<file path="src/rtl/aes_result_fifo_pkg.sv">
// Shared AES datapath constants and helpers.
package aes_vp_pkg;

    localparam int unsigned AES_BLK_W      = 128;
    localparam int unsigned RES_FIFO_DEPTH = 4;

    // Per-cycle FIFO operation, encoded as {pop, push}.
    typedef enum logic [1:0] {
        OP_NONE = 2'b00,
        OP_PUSH = 2'b01,
        OP_POP  = 2'b10,
        OP_BOTH = 2'b11
    } fifo_op_e;

    function automatic int unsigned ptr_w(input int unsigned depth);
        return $clog2(depth);
    endfunction

endpackage

</file>
<file path="src/rtl/aes_result_fifo_if.sv">
// AES-result and serializer handshake signals around aes_result_fifo.
interface aes_result_fifo_if
    import aes_vp_pkg::*;
#(
    parameter int unsigned WIDTH = AES_BLK_W
);
    logic             aes_done;
    logic [WIDTH-1:0] aes_result;
    logic             aes_stall;
    logic [WIDTH-1:0] data_data;
    logic             data_empty;
    logic             data_require;

    // Producer/consumer side (AES core + serializer).
    modport master (
        output aes_done,
        output aes_result,
        input  aes_stall,
        input  data_data,
        input  data_empty,
        output data_require
    );

    // FIFO side.
    modport slave (
        input  aes_done,
        input  aes_result,
        output aes_stall,
        output data_data,
        output data_empty,
        input  data_require
    );
endinterface

</file>
<file path="src/rtl/aes_result_fifo.sv">
// Show-ahead FIFO of completed AES blocks with stall, flush and sticky overflow.
module aes_result_fifo
    import aes_vp_pkg::*;
#(
    parameter int unsigned DEPTH = RES_FIFO_DEPTH,
    parameter int unsigned WIDTH = AES_BLK_W
) (
    input  logic                     clk,
    input  logic                     rst,
    aes_result_fifo_if.slave         bus,
    input  logic                     flush,
    input  logic                     ovf_clr,
    output logic                     overflow,
    output logic [$clog2(DEPTH):0]   level
);

    localparam int unsigned PW = ptr_w(DEPTH);
    localparam logic [PW:0] FULL_CNT = (PW+1)'(DEPTH);

    logic [WIDTH-1:0] mem [DEPTH];
    logic [PW-1:0]    wp;
    logic [PW-1:0]    rp;
    logic [PW:0]      cnt;

    logic             pop;
    logic             push;
    logic             drop;
    fifo_op_e         op;
    logic [PW:0]      cnt_nxt;

    always_comb begin
        pop     = 1'b0;
        push    = 1'b0;
        drop    = 1'b0;
        cnt_nxt = cnt;

        pop  = bus.data_require && (cnt != '0);
        // A full FIFO still accepts a push when the head leaves in the same cycle.
        push = bus.aes_done && ((cnt != FULL_CNT) || pop);
        drop = bus.aes_done && (cnt == FULL_CNT) && !pop && !flush;
        op   = fifo_op_e'({pop, push});

        unique case (op)
            OP_PUSH: cnt_nxt = cnt + 1'b1;
            OP_POP:  cnt_nxt = cnt - 1'b1;
            default: cnt_nxt = cnt;
        endcase

        bus.data_empty = (cnt == '0);
        bus.aes_stall  = (cnt == FULL_CNT);
        bus.data_data  = (cnt == '0) ? '0 : mem[rp];
        level          = cnt;
    end

    always_ff @(posedge clk or posedge rst) begin
        if (rst) begin
            wp       <= '0;
            rp       <= '0;
            cnt      <= '0;
            overflow <= 1'b0;
        end else begin
            if (drop) begin
                overflow <= 1'b1;
            end else if (ovf_clr) begin
                overflow <= 1'b0;
            end

            if (flush) begin
                wp  <= '0;
                rp  <= '0;
                cnt <= '0;
            end else begin
                if (push) wp <= wp + 1'b1;
                if (pop)  rp <= rp + 1'b1;
                cnt <= cnt_nxt;
            end
        end
    end

    // Storage is deliberately left out of reset and flush.
    always_ff @(posedge clk) begin
        if (push && !flush) mem[wp] <= bus.aes_result;
    end

`ifndef SYNTHESIS
    always @(posedge clk) begin
        if (!rst) begin
            if (drop) $warning("aes_result_fifo: aes_done while stalled, block dropped");
            level_bound: assert (cnt <= FULL_CNT)
                else $error("aes_result_fifo: level %0d exceeds DEPTH", cnt);
        end
    end
`endif

endmodule
</file>
<file path="src/flat_wrapper.sv">
// flat-port wrapper written by rule: the top's interface ports become plain ports
module aes_result_fifo_flat import aes_vp_pkg::*;
#(
    parameter int unsigned DEPTH = RES_FIFO_DEPTH,
    parameter int unsigned WIDTH = AES_BLK_W
)
  (clk, rst, flush, ovf_clr, overflow, level, bus_aes_done, bus_aes_result, bus_aes_stall, bus_data_data, bus_data_empty, bus_data_require);
  aes_result_fifo_if #(.WIDTH(WIDTH)) bus_i ();
  input  logic clk;
  input  logic rst;
  input  logic flush;
  input  logic ovf_clr;
  output logic overflow;
  output logic [$clog2(DEPTH):0] level;
  input wire logic [$bits(bus_i.aes_done)-1:0] bus_aes_done;
  input wire logic [$bits(bus_i.aes_result)-1:0] bus_aes_result;
  output wire logic [$bits(bus_i.aes_stall)-1:0] bus_aes_stall;
  output wire logic [$bits(bus_i.data_data)-1:0] bus_data_data;
  output wire logic [$bits(bus_i.data_empty)-1:0] bus_data_empty;
  input wire logic [$bits(bus_i.data_require)-1:0] bus_data_require;
  assign bus_i.aes_done = bus_aes_done;
  assign bus_i.aes_result = bus_aes_result;
  assign bus_aes_stall = bus_i.aes_stall;
  assign bus_data_data = bus_i.data_data;
  assign bus_data_empty = bus_i.data_empty;
  assign bus_i.data_require = bus_data_require;
  aes_result_fifo #(.DEPTH(DEPTH), .WIDTH(WIDTH)) u_core (.clk(clk), .rst(rst), .bus(bus_i), .flush(flush), .ovf_clr(ovf_clr), .overflow(overflow), .level(level));
endmodule
</file>
<file path="config.mk">
export PLATFORM = sky130hd
export DESIGN_NAME = aes_result_fifo_flat
export DESIGN_NICKNAME = d
export VERILOG_FILES = /design/src/rtl/aes_result_fifo_pkg.sv /design/src/rtl/aes_result_fifo_if.sv /design/src/rtl/aes_result_fifo.sv /design/src/flat_wrapper.sv
export SDC_FILE = /design/constraint.sdc
export NUM_CORES = 1
export LEC_CHECK = 0
export CAP_MARGIN = 15
export CORE_MARGIN = 2
export CORE_UTILIZATION = 49
export DETAILED_ROUTE_END_ITERATION = 8
export GPL_ROUTABILITY_DRIVEN = 0
export MAX_ROUTING_LAYER = met4
export PLACE_DENSITY = 0.73
export SETUP_SLACK_MARGIN = 0.3
export SLEW_MARGIN = 5
export SYNTH_ARGS = -nofsm -noshare
export SYNTH_HDL_FRONTEND = slang
export SYNTH_SLANG_ARGS = --single-unit
</file>
<file path="constraint.sdc">
create_clock -name clk -period 4.62 [get_ports clk]
set_input_delay 0.924 -clock clk [delete_from_list [all_inputs] [get_ports clk]]
set_output_delay 0.924 -clock clk [all_outputs]
set_load 0.005 [all_outputs]
</file>
# After elaboration in Yosys (flattened, before gate mapping)
# Memory sizes are Yosys's and may differ from the RTL's.
# Index checks and enable logic that the tools add are counted.
dict set report classes {
  add_sub_neg 4
  n_eq_ne 4
  mux 11
  n_reduce_logical 15
}
# operator count
set op_table {}
lappend op_table {{$mux 128} 1}
lappend op_table {{$mux 2} 4}
lappend op_table {{$logic_and 1x1->1} 6}
lappend op_table {{$pmux 3 s2} 1}
lappend op_table {{$reduce_bool 2->1} 3}
lappend op_table {{$reduce_bool 3->1} 2}
lappend op_table {{$add 2x1->2 const B} 2}
lappend op_table {{$mux 1} 4}
lappend op_table {{$add 3x1->3 const B} 1}
lappend op_table {{$eq 3x3->1 const B} 1}
lappend op_table {{$logic_not 3->1} 1}
lappend op_table {{$mux 3} 1}
lappend op_table {{$ne 3x3->1 const B} 1}
lappend op_table {{$sub 3x1->3 const B} 1}
lappend op_table {{$eq 2x1->1 const B} 1}
lappend op_table {{$eq 2x2->1 const B} 1}
lappend op_table {{$logic_not 1->1} 2}
lappend op_table {{$logic_or 1x1->1} 1}
dict set report totals {
  reg_bits 8
  ram_bits 512
  in_bits 134
  output_inout_bits 134
  elab_cells 39
  n_memories 1
}
# name words word_bits read_ports rd_clocked_by_memory_dff wr line_no
set mem_list {}
lappend mem_list {u_core.mem 4 128 1 0 1 aes_result_fifo.sv:20} ;# logic [WIDTH-1:0] mem [DEPTH];

# Longest topological paths before layout
# Gate-level depths: netlist of run 1.
dict set report depth {
  depth_word 7
  depth_mapped 9
  mapped_depth_nobuf 7
}

# Worst setup path before layout of run 1
# Ideal clock, no wire load.
dict set report synth_timing {
  kind {input port to flip-flop}
  start {input bus_aes_done}
  end {memory u_core.mem[2][0] (netlist name) (enable)}
  arrival_time_ps 4551
  t_required_ps 4118
  path_slack_ps -433
  path_stages 4
  path_buffers 1
  path_cell_list {clkbuf_1 > inv_1 > nor3b_1 > and2_1}
}
dict set report synth_between {
  elab_chain_len 4
}
# item line_no
set synth_lines {}
lappend synth_lines {{start: declaration} flat_wrapper.sv:15} ;# input wire logic [$bits(bus_i.aes_done)-1:0] bus_aes_done;
lappend synth_lines {{$logic_and 1x1->1} aes_result_fifo.sv:39} ;# push = bus.aes_done && ((cnt != FULL_CNT) || pop);
lappend synth_lines {{$logic_and 1x1->1} aes_result_fifo.sv:82} ;# if (push && !flush) mem[wp] <= bus.aes_result;
lappend synth_lines {{$mux 1} aes_result_fifo.sv:82}
lappend synth_lines {{$mux 1 (not written as such)} aes_result_fifo.sv:82}
lappend synth_lines {{end: declaration} aes_result_fifo.sv:20}
# Every way passes these cells.

# Worst setup path after layout of run 1
dict set report layout_timing {
  start {register u_core.rp[0]}
  end {output bus_data_data[120]}
}
dict set report layout_between {
  elab_chain_len 2
}
# item line_no
set layout_lines {}
lappend layout_lines {{start: declaration} aes_result_fifo.sv:22} ;# logic [PW-1:0] rp;
lappend layout_lines {{start signal: assignment} aes_result_fifo.sv:74} ;# if (pop) rp <= rp + 1'b1;
lappend layout_lines {{$mem_v2 4x128} n/a}
lappend layout_lines {{$mux 128} aes_result_fifo.sv:51} ;# bus.data_data = (cnt == '0) ? '0 : mem[rp];
lappend layout_lines {{end: declaration} flat_wrapper.sv:18} ;# output wire logic [$bits(bus_i.data_data)-1:0] bus_data_data;
# Every way passes these cells.

==> flow_metrics.env, run 1 <==
export IMPL_status="completed"
export IMPL_cts_buffer_depth=3
export IMPL_first_global_vias=9740
export IMPL_core_sq_mm=0.0399
export IMPL_setup_tns_ns=0
export IMPL_cp_max_fo=21
export IMPL_wl_per_cell_um=23.0
export IMPL_synth_avg_cell_area_sq_um=22.7
export IMPL_synth_edf_count=512
export IMPL_slew_headroom_pct=51.7
export IMPL_dieWidth_um=206
export IMPL_worst_setup_path_start_kind="flip-flop"
export IMPL_drv_slew=0
export IMPL_cts_setup_buffers=0
export IMPL_htreeDepth=2
export IMPL_r2r_start="u_core.level[0]"
export IMPL_initial_core_util_pct=49.8
export IMPL_totalWireLength_mm=40.1
export IMPL_ys_seq_elements=520
export IMPL_yosysWarnings=0
export IMPL_drc=0
export IMPL_grt_remaining_overflow=0
export IMPL_clock_skew_ns=0.0149
export IMPL_die_y_um=206
export IMPL_max_clock_freq_mhz=256
export IMPL_synth_async_reset_ratio_pct=1.54
export IMPL_cp_end_kind="output port"
export IMPL_route_met3_wl_mm=2.87
export IMPL_setup_viol=0
export IMPL_finalHoldViolCount=0
export IMPL_drtIter0Drc=803
export IMPL_antenna_found_initial=5
export IMPL_ant_nets=0
export IMPL_layout_commonest_cell="edfxtp_1"
export IMPL_power_uw=11200
export IMPL_worstPathArrival_ns=2.99
export IMPL_synthFlopType="edfxtp_1"
export IMPL_place_hpwl_mm=24.3
export IMPL_synth_nets=1016
export IMPL_cp_startpoint="u_core.rp[0]"
export IMPL_irDropWorstVdd_mv=0.270
export IMPL_post_route_period_util_pct=84.6
export IMPL_die_area_sq_mm=0.0422
export IMPL_wl_met1_mm=17.7
export IMPL_io_buffers=267
export IMPL_nets=1313
export IMPL_post_cts_resized=0
export IMPL_firstDrtPassIters=5
export IMPL_maxUsedRoutingLayer="met4"
export IMPL_mostFrequentLayoutCells="edfxtp_1, clkdlybuf4s50_1, and2_1"
export IMPL_clk_pin_slew_worst_paths_ns=0.06
export IMPL_cts_made_buffers=50
export IMPL_cts_root_buf="clkbuf_16"
export IMPL_cts_tree="yes"
export IMPL_path_class="flip-flop to output port"
export IMPL_via_count=9557
export IMPL_clock_latency_ns=0.59
export IMPL_rows=73
export IMPL_seq_area_frac_synth_pct=78.3
export IMPL_worstHoldStart="u_core.overflow"
export IMPL_worstHoldPathType="flip-flop to flip-flop"
export IMPL_via_per_inst=5.48
export IMPL_ys_types=30
export IMPL_syn_inst=877
export IMPL_layout_drive_gt1_share_pct=19.3
export IMPL_route_met2_wl_mm=18.8
export IMPL_power_density_mw_per_mm2=450
export IMPL_grt_max_degree=66
export IMPL_worst_pin_slew_ns=0.725
export IMPL_syn_area_sq_mm=0.0199
export IMPL_ios=268
export IMPL_period_needed_ns=3.91
export IMPL_drv_cap=0
export IMPL_power_leakage_uw=0.00791
export IMPL_cts_sinks=520
export IMPL_areaGrowthSynthToFinish_pct=25.6
export IMPL_rsz0062_at_grt="false"
export IMPL_critPathRequiredTime_ns=3.70
export IMPL_cts_hold_buf=0
export IMPL_grtUsageTotal_pct=20.0
export IMPL_grt_pass1_wl_mm=60.3
[power breakdown]
| part | total, uW | switching [uW] | leakage [uW] | internal (uW) |
|---|---|---|---|---|
| combinational | 1710 | 716 | 0.00233 | 999 |
| clock | 4130 | 1700 | 0.000819 | 2440 |
| sequential | 5400 | 62.0 | 0.00475 | 5340 |
| total | 11200 | 2470 | 0.00791 | 8770 |
[synthesized netlist by cell type, types with 2 or more instances]
master / instances / area (sq um)
a21oi_1: 3 / 15.0
a31oi_1: 2 / 12.5
and2_1: 133 / 832
buf_2: 18 / 90.1
buf_6: 11 / 124
clkbuf_1: 17 / 63.8
dfrtp_1: 8 / 200
edfxtp_1: 512 / 15400
ha_1: 4 / 50.1
inv_1: 6 / 22.5
mux4_2: 128 / 2880
nand2_1: 5 / 18.8
nand3_1: 2 / 10.0
nor2_1: 8 / 30.0
o21bai_1: 2 / 15.0
xnor2_1: 2 / 17.5
xor2_1: 3 / 26.3
[state kept, by name, indices dropped and copies added, names as in the netlist]
register,count
u_core.mem,512
u_core.level,3
u_core.rp,2
u_core.wp,2
u_core.overflow,1
[per-stage QoR]
stage | area [sq um] | setup slack [ns] | utilization (%) | hold WS, ns | instances
final | 25000 | 0.710 | 62.6 | 0.576 | 1745
after global routing | 25000 | 0.547 | 62.6 | 0.583 | 1744
after CTS | 25000 | 0.608 | 62.6 | 0.575 | 1739
after detailed placement | 23300 | 0.934 | 58.4 | 0.564 | 1647
after global placement | 23300 | 1.05 | 58.4 | 0.553 | 1647
after floorplan | 19900 | 0.984 | - | 0.523 | 877
[layer usage]
layer / track usage (%) / up-vias
met5: - / -
met4: 5.94 / 0
met3: 4.53 / 51
met2: 28.8 / 371
met1: 28.8 / 4964
li1: - / 4171
[worst max-delay path, cell delays in order (launching register included)]
cell             delay (ns)
dfrtp_4                0.74
buf_4                  0.40
mux4_2                 0.54
and2_1                 0.16
clkdlybuf4s50_1        0.55
[kinds of logic (layout without fill, tap and decap cells)]
family / count (synthesis) / count (layout) / share of synthesized area (%)
xor+xnor: 5 / 5 / 0.220
buf+inv: 53 / 390 / 1.55
fa+ha+maj: 5 / 5 / 0.352
simple gates: 154 / 154 / 4.69
other cells: 0 / 6 / 0
compound gates: 11 / 11 / 0.365
mux: 129 / 129 / 14.5
flops: 520 / 520 / 78.3
[worst paths after layout]
| check | end | slack, ns | cells past startpoint |
|---|---|---|---|
| max in group asynchronous | u_core.rp[1] | 3.70 | 2 |
| worst min register to register | u_core.overflow | 0.58 | 2 |
| worst max-delay path | bus_data_data[120] | 0.71 | 4 |
| min in group asynchronous | u_core.level[0] | 0.63 | 2 |
| worst min-delay path | u_core.overflow | 0.58 | 2 |
| worst max register to register | u_core.mem[2][107] | 2.03 | 4 |
[layout make-up]
type	count	area [sq um]
multi-input combinational	304	4030
clock buffer	56	1270
clock inverter	36	394
antenna	6	15.0
timing repair buffer	292	3010
sequential	520	15600
inverter	6	22.5
fill	2688	14900
tap	525	657
Power figures use the tool's default switching activity.
==> run 2: changes to the inputs <==
--- a/config.mk
+++ b/config.mk
@@ -7,11 +7,11 @@
 export LEC_CHECK = 0
 export CAP_MARGIN = 15
 export CORE_MARGIN = 2
-export CORE_UTILIZATION = 49
+export CORE_UTILIZATION = 55
 export DETAILED_ROUTE_END_ITERATION = 8
 export GPL_ROUTABILITY_DRIVEN = 0
 export MAX_ROUTING_LAYER = met4
-export PLACE_DENSITY = 0.73
+export PLACE_DENSITY = 0.78
 export SETUP_SLACK_MARGIN = 0.3
 export SLEW_MARGIN = 5
 export SYNTH_ARGS = -nofsm -noshare
==> constraint.sdc (replaced) <==
create_clock -name clk -period 4 [get_ports clk]
set_input_delay 0.8 -clock clk [delete_from_list [all_inputs] [get_ports clk]]
set_output_delay 0.8 -clock clk [all_outputs]
set_load 0.005 [all_outputs]
==> flow_metrics.env, run 2 (synthesized netlist as in run 1, its figures left out) <==
export IMPL_status="completed"
export IMPL_cp_end_kind="output port"
export IMPL_drc=0
export IMPL_nets=1314
export IMPL_finalHoldViolCount=0
export IMPL_cts_setup_buffers=2
export IMPL_drv_cap=0
export IMPL_totalWireLength_mm=39.6
export IMPL_cts_made_buffers=50
export IMPL_layout_commonest_cell="edfxtp_1"
export IMPL_via_count=9596
export IMPL_ant_nets=0
export IMPL_final_util_pct=69.9
export IMPL_post_route_period_util_pct=87.0
export IMPL_max_clock_freq_mhz=287
export IMPL_irDropWorstVdd_mv=0.476
export IMPL_regMostFlops="u_core.mem"
export IMPL_rows=69
export IMPL_cts_sinks=520
export IMPL_setup_tns_ns=0
export IMPL_grt_max_degree=83
export IMPL_cts_tree="yes"
export IMPL_power_leakage_uw=0.00787
export IMPL_drtIter0Drc=717
export IMPL_io_buffers=267
export IMPL_worstHoldPathType="input pin to asynchronous set/reset pin"
export IMPL_largest_reg_flops=512
export IMPL_finalInstanceArea_sq_mm=0.0249
export IMPL_dieWidth_um=194
export IMPL_post_cts_resized=0
export IMPL_rsz0062_at_grt="false"
export IMPL_wl_per_cell_um=23.6
export IMPL_gr_usage_met3_pct=5.34
export IMPL_slew_headroom_pct=66.8
export IMPL_clock_skew_ns=0.0155
export IMPL_mostFrequentLayoutCells="edfxtp_1, clkdlybuf4s50_1, and2_1"
export IMPL_drv_slew=0
export IMPL_layout_drive_gt1_share_pct=18.9
export IMPL_path_class="flip-flop to output port"
export IMPL_areaGrowthSynthToFinish_pct=25.0
export IMPL_die_y_um=194
export IMPL_finalHoldWorstSlack_ns=0.511
export IMPL_cts_buffer_depth=3
export IMPL_postPlaceCellArea_sq_mm=0.0233
export IMPL_period_needed_ns=3.48
export IMPL_first_global_vias=9911
export IMPL_cp_max_fo=24
export IMPL_grt_pass1_wl_mm=60.1
export IMPL_worstPathArrival_ns=2.68
export IMPL_firstDrtPassIters=5
export IMPL_clk_pin_slew_worst_paths_ns=0.06
export IMPL_power_density_mw_per_mm2=513
export IMPL_worst_pin_slew_ns=0.498
export IMPL_worst_setup_path_start_kind="flip-flop"
export IMPL_initial_core_util_pct=55.9
export IMPL_grt_busiest_layer="met2"
export IMPL_antenna_found_initial=5
export IMPL_core_sq_mm=0.0356
export IMPL_via_per_inst=5.72
export IMPL_power_uw=12800
export IMPL_grtUsageTotal_pct=21.7
export IMPL_n_fill_cell=2194
export IMPL_critPathRequiredTime_ns=3.20
export IMPL_die_area_sq_mm=0.0377
export IMPL_use_met1_pct=29.0
export IMPL_ios=268
export IMPL_setup_viol=0
export IMPL_cts_root_buf="clkbuf_16"
export IMPL_place_hpwl_mm=24.3
export IMPL_clock_latency_ns=0.55
export IMPL_htreeDepth=2
export IMPL_met2_usage_pct=34.0
export IMPL_grt_remaining_overflow=0
export IMPL_cts_hold_buf=0
## run 2: changes by cell type in the layout (fill, tap and decap cells not counted), moves of 2 or more
cell	previous run	this run
buf_12	12	16
clkbuf_1	6	12
clkinv_4	2	0
buf_4	13	10
bufinv_16	8	5
clkinv_1	12	10
## run 2: power breakdown
group,switching (uW),internal [uW],leakage [uW]
Clock,1890,2650,0.000769
Combinational,835,1160,0.00235
Sequential,57.7,6170,0.00475
Total,2780,9980,0.00787
## run 2: metrics by stage
step                worst slack, ns  std cells
finish                        0.521       1679
global route                  0.402       1679
CTS                           0.486       1674
detailed placement            0.663       1582
global placement              0.719       1582
floorplan                     0.488        877
## run 2: per-layer routing
| metal | vias to the layer above | share of wire, % |
|---|---|---|
| met4 | 0 | 2.2 |
| met2 | 368 | 50 |
| met5 | - | 0 |
| li1 | 4184 | - |
| met3 | 66 | 8.1 |
| met1 | 4978 | 40 |
## run 2: worst max-delay path: stages (launching register included)
cell,delay (ns)
dfrtp_4,0.64
buf_4,0.43
mux4_2,0.35
and2_1,0.16
clkdlybuf4s50_1,0.52
## run 2: path summary, 6_finish.rpt
path | cells past startpoint | startpoint | slack (ns) | end
hold / removal | 2 | rst | 0.51 | u_core.rp[1]
hold reg to reg | 2 | u_core.overflow | 0.57 | u_core.overflow
min in group clk | 2 | u_core.overflow | 0.57 | u_core.overflow
setup reg to reg | 6 | u_core.level[1] | 1.52 | u_core.level[2]
max in group asynchronous | 2 | rst | 3.22 | u_core.rp[0]
setup / recovery | 4 | u_core.rp[1] | 0.52 | bus_data_data[49]
## run 2: cell type report
class	instances	area (sq um)	area share, %
Sequential cell	520	15600	62.7
Multi-Input combinational cell	304	4030	16.2
Timing Repair Buffer	293	3070	12.3
Clock buffer	63	1320	5.31
Tap cell	461	577	2.32
Clock inverter	27	256	1.03
Inverter	6	22.5	0.0906
Antenna cell	5	12.5	0.0503
